$ cat src/rtl/rv32i_decode_pkg.sv
// Shared definitions for the RV32I decode block: major opcodes and the
// instruction-format classification used to steer field and immediate decode.
package rv32i_decode_pkg;

  localparam logic [6:0] OPC_LUI      = 7'b0110111;
  localparam logic [6:0] OPC_AUIPC    = 7'b0010111;
  localparam logic [6:0] OPC_JAL      = 7'b1101111;
  localparam logic [6:0] OPC_JALR     = 7'b1100111;
  localparam logic [6:0] OPC_BRANCH   = 7'b1100011;
  localparam logic [6:0] OPC_LOAD     = 7'b0000011;
  localparam logic [6:0] OPC_STORE    = 7'b0100011;
  localparam logic [6:0] OPC_OP_IMM   = 7'b0010011;
  localparam logic [6:0] OPC_OP       = 7'b0110011;
  localparam logic [6:0] OPC_MISC_MEM = 7'b0001111;
  localparam logic [6:0] OPC_SYSTEM   = 7'b1110011;

  typedef enum logic [2:0] {
    FMT_R,
    FMT_I,
    FMT_S,
    FMT_B,
    FMT_U,
    FMT_J,
    FMT_X
  } fmt_e;

endpackage

$ cat src/rtl/rv32i_decode_imm.sv
// Immediate generator: assembles the sign-extended immediate for the
// instruction format chosen by the decoder. R-format and unknown give zero.
module imm_gen
  import rv32i_decode_pkg::*;
(
  input  logic [31:0] ir,
  input  fmt_e        fmt,
  output logic [31:0] imm
);

  // The low opcode bits never contribute to any immediate.
  logic unused_ir_lo;
  assign unused_ir_lo = ^ir[6:0];

  // Select and sign-extend the immediate bit-scatter for each format.
  always_comb begin
    imm = 32'h0;
    case (fmt)
      FMT_I:   imm = {{20{ir[31]}}, ir[31:20]};
      FMT_S:   imm = {{20{ir[31]}}, ir[31:25], ir[11:7]};
      FMT_B:   imm = {{19{ir[31]}}, ir[31], ir[7], ir[30:25], ir[11:8], 1'b0};
      FMT_U:   imm = {ir[31:12], 12'h000};
      FMT_J:   imm = {{11{ir[31]}}, ir[31], ir[19:12], ir[20], ir[30:21], 1'b0};
      default: imm = 32'h0;
    endcase
  end

endmodule

$ cat src/rtl/rv32i_decode.sv
// RV32I instruction decode. Purely combinational field/immediate decode; the
// clock and reset only serve the sticky illegal-instruction flag.
// Build option: define ID_ILLEGAL_CHECK_EN to implement illegal-encoding
// detection and the illegal_seen register; otherwise both are tied low.
module rv32i_decode
  import rv32i_decode_pkg::*;
(
  input  logic        clk,
  input  logic        rst_n,
  input  logic [31:0] ir,
  output logic [4:0]  rs1,
  output logic [4:0]  rs2,
  output logic [4:0]  rd,
  output logic [6:0]  opcode,
  output logic [2:0]  funct3,
  output logic [6:0]  funct7,
  output logic [31:0] imm,
  output logic        wr_reg_n,
  output logic        illegal,
  output logic        illegal_seen
);

  fmt_e       fmt;
  logic [2:0] f3_raw;
  logic [6:0] f7_raw;
  logic       writes_rd;
  logic       shift_imm;

  assign opcode = ir[6:0];
  assign f3_raw = ir[14:12];
  assign f7_raw = ir[31:25];

  // Classify the instruction format and whether the opcode writes rd.
  always_comb begin
    fmt       = FMT_X;
    writes_rd = 1'b0;
    case (opcode)
      OPC_LUI, OPC_AUIPC:               begin fmt = FMT_U; writes_rd = 1'b1; end
      OPC_JAL:                          begin fmt = FMT_J; writes_rd = 1'b1; end
      OPC_JALR, OPC_LOAD, OPC_OP_IMM:   begin fmt = FMT_I; writes_rd = 1'b1; end
      OPC_MISC_MEM, OPC_SYSTEM:         fmt = FMT_I;
      OPC_BRANCH:                       fmt = FMT_B;
      OPC_STORE:                        fmt = FMT_S;
      OPC_OP:                           begin fmt = FMT_R; writes_rd = 1'b1; end
      default:                          fmt = FMT_X;
    endcase
  end

  // Shift-immediate ops carry a funct7 in the upper immediate bits.
  assign shift_imm = (opcode == OPC_OP_IMM) && ((f3_raw == 3'b001) || (f3_raw == 3'b101));

  // Route register indices and function fields according to format.
  always_comb begin
    rs1    = 5'd0;
    rs2    = 5'd0;
    rd     = 5'd0;
    funct3 = 3'd0;
    funct7 = 7'd0;
    if (fmt inside {FMT_I, FMT_S, FMT_B, FMT_R}) begin
      rs1    = ir[19:15];
      funct3 = f3_raw;
    end
    if (fmt inside {FMT_S, FMT_B, FMT_R}) rs2 = ir[24:20];
    if (fmt inside {FMT_U, FMT_J, FMT_I, FMT_R}) rd = ir[11:7];
    if ((fmt == FMT_R) || shift_imm) funct7 = f7_raw;
  end

  imm_gen u_imm_gen (
    .ir  (ir),
    .fmt (fmt),
    .imm (imm)
  );

`ifdef ID_ILLEGAL_CHECK_EN
  logic illegal_d;
  logic illegal_seen_q;

  // Flag encodings outside the supported RV32I subset.
  always_comb begin
    illegal_d = 1'b0;
    case (opcode)
      OPC_LUI, OPC_AUIPC, OPC_JAL, OPC_MISC_MEM, OPC_SYSTEM: illegal_d = 1'b0;
      OPC_JALR:   illegal_d = (f3_raw != 3'b000);
      OPC_BRANCH: illegal_d = (f3_raw == 3'b010) || (f3_raw == 3'b011);
      OPC_LOAD:   illegal_d = (f3_raw == 3'b011) || (f3_raw == 3'b110) || (f3_raw == 3'b111);
      OPC_STORE:  illegal_d = (f3_raw >= 3'b011);
      OPC_OP:     illegal_d = !((f7_raw == 7'b0000000) ||
                                ((f7_raw == 7'b0100000) && ((f3_raw == 3'b000) || (f3_raw == 3'b101))));
      OPC_OP_IMM: illegal_d = ((f3_raw == 3'b001) && (f7_raw != 7'b0000000)) ||
                              ((f3_raw == 3'b101) && (f7_raw != 7'b0000000) && (f7_raw != 7'b0100000));
      default:    illegal_d = 1'b1;
    endcase
    if (ir[1:0] != 2'b11) illegal_d = 1'b1;
  end

  // Sticky capture of any illegal instruction presented at a clock edge.
  always_ff @(posedge clk or negedge rst_n) begin
    if (!rst_n)         illegal_seen_q <= 1'b0;
    else if (illegal_d) illegal_seen_q <= 1'b1;
  end

  assign illegal      = illegal_d;
  assign illegal_seen = illegal_seen_q;
  assign wr_reg_n     = !(writes_rd && (rd != 5'd0) && !illegal_d);
`else
  // Clock and reset have no load when the illegal check is compiled out.
  logic unused_clk_rst;
  assign unused_clk_rst = clk ^ rst_n;

  assign illegal      = 1'b0;
  assign illegal_seen = 1'b0;
  assign wr_reg_n     = !(writes_rd && (rd != 5'd0));
`endif

endmodule

$ cat config.mk
export PLATFORM = sky130hd
export DESIGN_NAME = rv32i_decode
export DESIGN_NICKNAME = d
export VERILOG_FILES = /design/src/rtl/rv32i_decode_pkg.sv /design/src/rtl/rv32i_decode_imm.sv /design/src/rtl/rv32i_decode.sv
export SDC_FILE = /design/constraint.sdc
export NUM_CORES = 1
export LEC_CHECK = 0
export CORE_AREA = 4 4 61 63
export DETAILED_ROUTE_END_ITERATION = 8
export DIE_AREA = 0 0 65 67
export PLACE_DENSITY = 0.85
export SETUP_SLACK_MARGIN = 0.2
export SLEW_MARGIN = 20
export SYNTH_ARGS = -nofsm -noshare
export SYNTH_HDL_FRONTEND = slang
export SYNTH_SLANG_ARGS = --single-unit
$ cat constraint.sdc
create_clock -name vclk -period 2.9
set_clock_uncertainty 0.15 [all_clocks]
set_input_delay 0.58 -clock vclk [all_inputs]
set_output_delay 0.58 -clock vclk [all_outputs]
set_load 0.05 [all_outputs]
Word-level counts from Yosys, hierarchy flattened:

Cells that the tools add are included.

* equal/unequal tests: 18
* multiplexer cells: 8
* reductions and logical operators: 13

Operators by type and width (count)
* case mux 32 bit (5 select lines): 1
* == test 7 bit (second input constant): 4
* == test 7 x 6 -> 1 bit (second input constant): 3
* case mux 3 bit (6 select lines): 1
* 2-to-1 mux 5 bit: 3
* == test 7 x 5 -> 1 bit (second input constant): 2
* == test 3 bit (second input constant): 3
* nonzero test 4 bit: 2
* == test 7 x 2 -> 1 bit (second input constant): 1
* == test 7 x 4 -> 1 bit (second input constant): 1
* 2-to-1 mux 7 bit: 1
* OR reduction 7 bit: 1
* == test 3 x 1 -> 1 bit (second input constant): 2
* == test 3 x 2 -> 1 bit (second input constant): 2
* nonzero test 5 bit: 1
* OR reduction 5 bit: 1
* logical NOT 3 bit: 1
* 2-to-1 mux 3 bit: 1
* nonzero test 3 bit: 1
* logical AND 1 bit: 2
* logical OR 1 bit: 2
* OR reduction 2 bit: 1
* logical NOT 1 bit: 1
* 2-to-1 mux 1 bit: 1

* flip-flop bits (word level): 0
* output and inout bits: 67

Longest topological paths before layout:

Gate-level depths: netlist of the first run.

* depth after elaboration: 9
* depth in mapped cells: 7

By module:

Synthesis of the first run repeated with hierarchy kept, for this count alone.

* cells, all modules: 143
* area total of the unflattened synthesis: 994.7 µm²

Modules (own cells, without submodules)
* imm_gen: times used 1, cells an instance 70, area an instance 531.8 µm², seq. area each 0.0 µm²
* rv32i_decode: times used 1, cells an instance 73, area an instance 462.9 µm², seq. area each 0.0 µm²

Worst setup path after synthesis of the first run:

No wires, ideal clock.

* kind: in2out
* start point: input ir[2]
* end point: output imm[12]
* data arrival time: 1999 ps
* required time: 2170 ps
* path slack: 171 ps
* stages on the path: 5
* path through: buf_2 maj3_2 or3b_4 a21oi_4 a21o_1

* word-level cells in the longest chain between the ends: 5
* elaborated cells between the ends (all ways): 20
* those cells by class: eq/ne (16); mux (2); reduce/logical (2)

RTL lines
* from (decl): RTL line rv32i_decode.sv:10 `input logic [31:0] ir,`
* == test 7 x 5 -> 1 bit, or another cell as far along: RTL line rv32i_decode.sv:37 `case (opcode)`
* OR reduction 5 bit (no line) / OR reduction 2 bit (equally long branches)
* case mux 3 bit (6 select lines) (*): RTL line rv32i_decode.sv:37
* == test 3 bit, or another cell as far along: RTL line rv32i_decode_imm.sv:18 `case (fmt)`
* case mux 32 bit (5 select lines) (*): RTL line rv32i_decode_imm.sv:18
* to (decl): RTL line rv32i_decode.sv:17 `output logic [31:0] imm,`

Mark *: on every way between the ends. The rest lies on a longest branch, timed or not.

Worst setup path after layout of the first run:

* start point: input ir[5]
* end point: output rd[3]

* word-level cells in the longest chain between the ends: 6
* elaborated cells between the ends (all ways): 20
* those cells by class: eq/ne (14); mux (2); reduce/logical (4)

RTL lines
* == test 7 x 5 -> 1 bit, or another cell as far along: RTL line rv32i_decode.sv:37
* OR reduction 5 bit (no line) / OR reduction 2 bit (equally long branches)
* case mux 3 bit (6 select lines) (*): RTL line rv32i_decode.sv:37
* == test 3 bit, or another cell as far along: RTL line rv32i_decode.sv:64 `if (fmt inside {FMT_U, FMT_J, FMT_I, FMT_R}) rd = ir[11:7];`
* nonzero test 4 bit (*): RTL line rv32i_decode.sv:64
* 2-to-1 mux 5 bit (*): RTL line rv32i_decode.sv:64
* to (decl): RTL line rv32i_decode.sv:13 `output logic [4:0] rd,`

Marked as above.

==> run summary, run 1 <==
### Status
• complete, no violations — outcome

### Finish
• 0 um^2 — register area
• 124 — number of inserted filler cells in the final layout
• 289 — # nets final
• 953 um^2 — total area of multi-input combinational cells
• 0 — number of clock buffer instances in the layout
• sky130_fd_sc_hd__buf_12, sky130_fd_sc_hd__buf_4, sky130_fd_sc_hd__clkdlybuf4s50_1, sky130_fd_sc_hd__and2_4, sky130_fd_sc_hd__a21o_1 — highest-count cells in the layout ignoring fill and taps
• 221% — post-synthesis to final-layout area growth
• 63.2% — fraction of final layout cells sized beyond drive strength 1
• 0 — number of sequential cells
• sky130_fd_sc_hd__buf_12 — most frequent standard cell in the layout excluding fill and tap cells
• 299 — post-layout instance count excluding filler cells
• 0 — Antenna Diode Count

### Timing
• 365 MHz — achievable frequency
• yes — RSZ-0062 raised after global routing
• 0 ns — Total Negative Setup Slacks
• 2.74 ns — final worst path period need
• 0 — final number of max-transition violations
• 0 — number of hold violations in the final report
• 0 — Setup-failing EPs final
• 94.4% — share of the clock period used by the worst path

### Synth
• 902 um^2 — post-synthesis cell area
• sky130_fd_sc_hd__a21o_1, sky130_fd_sc_hd__and2_1, sky130_fd_sc_hd__buf_4 — dominant cells by area after synthesis
• 17.5% — Yosys top cell area share
• 0% — sequential element share of the synthesized area
• 35 — Unique masters post-synth
• 0 — yosys synthesis warning count
• sky130_fd_sc_hd__a21o_1 — dominant cell type by area after synthesis
• 140 — Mapped Cells
• 6.44 um^2 — mean area per synthesized cell

### Setup path
• 0.39 ns — Worst path max stage delay
• sky130_fd_sc_hd__or3_1 — slowest cell on the critical path
• 2.17 ns — required time at the endpoint of the critical path
• 2.01 ns — signal arrival time at the worst endpoint
• buf_2 -> or3_1 -> a21o_1 -> a21oi_1 -> buf_4 -> and2_1 -> buf_12 — cells along the critical path
• in2out — CP Class
• output pin — CP endpoint kind
• 7 — critical path fanouts, max
• primary input — Critical Path Start Type

### Power
• 1.39 nW — LEAKAGE
• 127 nW/um^2 — power per unit of standard cell area
• 368 uW — post-layout total power
• 0.108 mV — IR drop worst, VDD

### Job
• 0 — number of max-cap violations

### Placed design
• 0.928 — RePlAce Congestion
• 294 — number of placed instances with taps included
• 4360 um — detailed-placement wirelength estimate
• 97 — number of input and output port buffers inserted

### Floorplanning
• 67 um — Die Span Y
• 4360 um^2 — area enclosed by the die boundary
• 101 — Top Ports
• 21 — number of placement rows
• 27.9% — initial cell density of the core
• 3230 um^2 — Floorplan Core Area
• 65 um — x dimension of the die

### Drt
• 5.42 — post-DR vias/cell
• 0 — remaining antenna violation count
• 6390 um — drt total wl
• 1620 — number of vias after detailed routing
• 0 — DRC violations left
• 4 — count of TritonRoute iterations in the first routing pass
• 78 — number of DRC violations after detailed-routing iteration 0
• 21.4 um — wire length per cell

### Global route
• 7940 um — first-pass GRT wire length
• 0 — antenna violations before repair
• 12 — maximum number of pins on one net before global-route repair
• 1596 — number of global-route vias before repair
• 0 — total gr overflow
• 23.2% — Global Route Usage Sum

### Clock network
• 0 — hold_buf cts

### Hold path
• in2out — path category of the worst min-delay check

synth_stat cells (3+ instances only):
master,n
sky130_fd_sc_hd__and2_1,24
sky130_fd_sc_hd__buf_2,5
sky130_fd_sc_hd__a21o_1,21
sky130_fd_sc_hd__o21ai_1,3
sky130_fd_sc_hd__buf_4,10
sky130_fd_sc_hd__nand2_1,11
sky130_fd_sc_hd__a21oi_1,11
sky130_fd_sc_hd__nor2_1,6
sky130_fd_sc_hd__nor2b_1,3
sky130_fd_sc_hd__clkbuf_1,3
sky130_fd_sc_hd__a22o_1,6
sky130_fd_sc_hd__and3_1,10
sky130_fd_sc_hd__o21ai_0,3
cell type report:
cell class         count  area share [%]
repair buffers       130            64.8
multi-input cells    121            32.9
well taps             46            1.99
inverters              2           0.259
power breakdown:
group / leakage (nW) / internal, mW / total [mW] / switching [mW]
combinational: 1.39 / 0.176 / 0.368 / 0.192
clock: 0 / 0 / 0 / 0
sequential: 0 / 0 / 0 / 0
total: 1.39 / 0.176 / 0.368 / 0.192
final timing paths:
kind                   endpoint  cells after the start   from  slack [ns]
worst max-delay path      rd[3]                      7  ir[5]        0.16
worst min-delay path  opcode[6]                      3  ir[6]        1.34
layer usage:
metal / vias to the layer above / global-route usage, % / part of all wire (%)
met5: - / 0 / 0
met4: 0 / 8.71 / 4.9
met3: 26 / 2.87 / 7.5
met2: 108 / 47.3 / 53
met1: 772 / 23.5 / 35
li1: 714 / - / -
metrics by stage:
step / setup WS, ns / hold WS, ns / instance area [um^2] / util (%)
CTS: 0.202 / 1.37 / 2780 / 86.1
global route: 0.110 / 1.35 / 2900 / 89.6
floorplan: 0.219 / 1.18 / 916 / -
detailed placement: -0.365 / 1.76 / 2670 / 82.6
finish: 0.162 / 1.34 / 2900 / 89.6
global placement: -0.255 / 1.73 / 2670 / 82.6
cell families (layout without fill, tap and decap cells):
kind of cell    Yosys count  count (layout)  share of synthesized area [%]
simple gates             67              67                           44.1
compound gates           51              51                           41.1
buf+inv                  20             132                           13.2
fa+ha+maj                 1               1                           1.25
other cells               1               2                          0.416
critical path, delay by kind of cell:
kind	cells	cell delay, ns
AND/OR/NAND/NOR	2	0.57
buffers and inverters	3	0.47
AO/OA/AOI/OAI	2	0.38
timing repair:
item / CTS / global route
pin swaps: 7 / 10
hold endpoints to repair: 0 / 0
endpoints found under the setup margin: 58 / 37
resized for setup: 70 / 23
buffers inserted: 1 / 2
cloned: 1 / 1
Power figures use the tool's default switching activity.
==> run 2, diff against run 1 <==
--- a/config.mk
+++ b/config.mk
@@ -5,10 +5,12 @@
 export SDC_FILE = /design/constraint.sdc
 export NUM_CORES = 1
 export LEC_CHECK = 0
-export CORE_AREA = 4 4 61 63
+export CELL_PAD_IN_SITES_DETAIL_PLACEMENT = 2
+export CELL_PAD_IN_SITES_GLOBAL_PLACEMENT = 2
+export CORE_AREA = 4 4 92 94
 export DETAILED_ROUTE_END_ITERATION = 8
-export DIE_AREA = 0 0 65 67
-export PLACE_DENSITY = 0.85
+export DIE_AREA = 0 0 96 98
+export PLACE_DENSITY = 0.84
 export SETUP_SLACK_MARGIN = 0.2
 export SLEW_MARGIN = 20
 export SYNTH_ARGS = -nofsm -noshare
==> run 2 against run 1 <==
Compared with the run above: setup slack gained 0.018 ns; total power grew 4.0%; critical path type unchanged; non-clock buffer count grew 10; count of clock-buffer cells in the layout is the same; sequential cell count is the same; die area grew 120%; via count shrank 5.3%; largest power group unchanged; critical path depth grew 2.
==> run summary, run 2 (same netlist as run 1, synthesis figures left out) <==
### Status
• complete, no violations — outcome, unchanged

### Power
• 1.43 nW — LEAKAGE, was 1.39 nW
• 0% — sequential share of power, about the same
• 122 nW/um^2 — power per unit of standard cell area, was 127 nW/um^2
• 100.0% — Comb pwr share, about the same
• 194 uW — Net Sw Power, was 192 uW
• 50.7% — switch share, was 52.2%
• 188 uW — internal power contribution, was 176 uW
• 0.0491 mV — IR drop worst, VDD, was 0.108 mV
• 0% — Clock Power Share, about the same

### Drt
• 18.2 um — wire length per cell, was 21.4 um
• 380 um — routed wl met3, was 482 um
• 2 — count of TritonRoute iterations in the first routing pass, was 4
• 0 — DRC violations left, unchanged
• 4.20 — post-DR vias/cell, was 5.42
• 3690 um — wire length on met2, was 3370 um
• met4 — top metal layer carrying routed signals, unchanged
• 2500 um — M1 WL, was 2230 um
• 30 — number of DRC violations after detailed-routing iteration 0, was 78
• 6660 um — drt total wl, was 6390 um
• 1534 — number of vias after detailed routing, was 1620
• 0 — remaining antenna violation count, unchanged

### Global route
• 12 — maximum number of pins on one net before global-route repair, unchanged
• 0 — antenna violations before repair, unchanged
• 1737 — number of global-route vias before repair, was 1596
• 9700 um — first-pass GRT wire length, was 7940 um
• 0 — total gr overflow, unchanged
• 12.8% — Global Route Usage Sum, was 23.2%

### Timing
• 0 — number of hold violations in the final report, unchanged
• 0.180 ns — worst setup slack after layout, was 0.162 ns
• 0 — final number of max-transition violations, unchanged
• 93.8% — share of the clock period used by the worst path, was 94.4%
• 368 MHz — achievable frequency, was 365 MHz
• 0 — Setup-failing EPs final, unchanged
• yes — RSZ-0062 raised after global routing, unchanged
• 1.33 ns — hold slack, was 1.34 ns
• 2.72 ns — final worst path period need, was 2.74 ns

### Setup path
• primary input — Critical Path Start Type, unchanged
• 6 — critical path fanouts, max, was 7
• output pin — CP endpoint kind, unchanged
• in2out — CP Class, unchanged
• imm[4] — destination of the critical timing path, was rd[3]
• ir[6] — CP Launch Point, was ir[5]
• 2.17 ns — required time at the endpoint of the critical path, about the same
• 1.99 ns — signal arrival time at the worst endpoint, was 2.01 ns

### Finish
• 793 — number of inserted filler cells in the final layout, was 124
• 246% — post-synthesis to final-layout area growth, was 221%
• 0 — Antenna Diode Count, unchanged
• sky130_fd_sc_hd__buf_12 — most frequent standard cell in the layout excluding fill and tap cells, unchanged
• 0 — number of clock buffer instances in the layout, unchanged
• 1010 um^2 — total area of multi-input combinational cells, was 953 um^2
• 299 — # nets final, was 289
• sky130_fd_sc_hd__buf_12, sky130_fd_sc_hd__buf_4, sky130_fd_sc_hd__clkdlybuf4s50_1, sky130_fd_sc_hd__and2_4, sky130_fd_sc_hd__a21o_1 — highest-count cells in the layout ignoring fill and taps, unchanged
• 0 — number of sequential cells, unchanged
• 69.2% — fraction of final layout cells sized beyond drive strength 1, was 63.2%
• 0 um^2 — register area, unchanged
• 365 — post-layout instance count excluding filler cells, was 299

### Placed design
• 357 — number of placed instances with taps included, was 294
• 97 — number of input and output port buffers inserted, unchanged
• 0.791 — RePlAce Congestion, was 0.928
• 5290 um — detailed-placement wirelength estimate, was 4360 um
• -0.385 ns — post-placement worst setup slack, was -0.365 ns

### Floorplanning
• 7650 um^2 — Floorplan Core Area, was 3230 um^2
• 96 um — x dimension of the die, was 65 um
• 9410 um^2 — area enclosed by the die boundary, was 4360 um^2
• 32 — number of placement rows, was 21
• 98 um — Die Span Y, was 67 um
• 101 — Top Ports, unchanged
• 11.8% — initial cell density of the core, was 27.9%

### Job
• 0 — number of max-cap violations, unchanged

### Hold path
• in2out — path category of the worst min-delay check, unchanged

-- run 2: cell count changes in the layout (fill, tap and decap cells not counted), moves of 2 or more --
cell	change
sky130_fd_sc_hd__buf_4	+7
sky130_fd_sc_hd__and3_4	+5
sky130_fd_sc_hd__buf_6	+5
sky130_fd_sc_hd__and3_1	-4
sky130_fd_sc_hd__nor2_1	-3
sky130_fd_sc_hd__a21oi_1	-2
sky130_fd_sc_hd__a21oi_2	+2
sky130_fd_sc_hd__buf_2	-2
sky130_fd_sc_hd__nor2_2	+2
-- run 2: cell type report --
class / instances / share of cell area, %
timing repair buffer: 140 / 63.2
inverter: 2 / 0.241
tap: 102 / 4.09
multi-input combinational: 121 / 32.5
-- run 2: worst min-delay path by stage --
stage               startpoint   endpoint  slack (ns)  depth (start not counted)
floorplan                ir[0]  opcode[0]        1.18                          1
global placement         ir[0]  opcode[0]        1.74                          3
detailed placement       ir[1]  opcode[1]        1.75                          3
global route             ir[6]  opcode[6]        1.34                          3
CTS                      ir[6]  opcode[6]        1.33                          3
finish                   ir[6]  opcode[6]        1.33                          3
-- run 2: power by group through the flow --
| stage | logic (mW) | registers [mW] | clock network, mW |
|---|---|---|---|
| final | 0.382 | 0 | 0 |
| after global routing | 0.401 | 0 | 0 |
| after CTS | 0.364 | 0 | 0 |
| after detailed placement | 0.339 | 0 | 0 |
| after global placement | 0.329 | 0 | 0 |
| after floorplan | 0.150 | 0 | 0 |
-- run 2: through the flow --
step | total power, mW | util [%] | area (um^2) | setup TNS [ns]
6_report | 0.382 | 40.8 | 3120 | 0
5_1_grt | 0.401 | 40.8 | 3120 | 0
4_1_cts | 0.364 | 39.0 | 2990 | 0
3_5_place_dp | 0.339 | 36.5 | 2790 | -16.28
3_3_place_gp | 0.329 | 36.5 | 2790 | -12.32
2_1_floorplan | 0.150 | - | 916 | 0
-- run 2: repair_timing --
item	CTS	global route
setup buffers	4	3
hold buffers	0	0
setup endpoints to repair	58	43
gates resized for setup	83	30
gates cloned	1	0
pin swaps	15	18
-- run 2: layer usage --
metal | vias up | GRT usage (%)
li1 | 734 | -
met1 | 733 | 14.4
met2 | 61 | 24.9
met3 | 6 | 2.23
met4 | 0 | 1.86
met5 | - | 0
-- run 2: critical path, stage by stage --
cell and delay, ns:
sky130_fd_sc_hd__buf_8 0.10, sky130_fd_sc_hd__buf_6 0.12, sky130_fd_sc_hd__or3b_4 0.40, sky130_fd_sc_hd__nand2_2 0.10, sky130_fd_sc_hd__a21oi_4 0.07, sky130_fd_sc_hd__nor2_4 0.13, sky130_fd_sc_hd__buf_6 0.12, sky130_fd_sc_hd__a22o_1 0.20
sky130_fd_sc_hd__buf_12 0.16
==> run 3, diff against run 2 <==
--- a/config.mk
+++ b/config.mk
@@ -12,7 +12,6 @@
 export DIE_AREA = 0 0 96 98
 export PLACE_DENSITY = 0.84
 export SETUP_SLACK_MARGIN = 0.2
-export SLEW_MARGIN = 20
 export SYNTH_ARGS = -nofsm -noshare
 export SYNTH_HDL_FRONTEND = slang
 export SYNTH_SLANG_ARGS = --single-unit
==> results of run 3 <==
No change in the layout: final DEF, timing and power equal those of run 2.
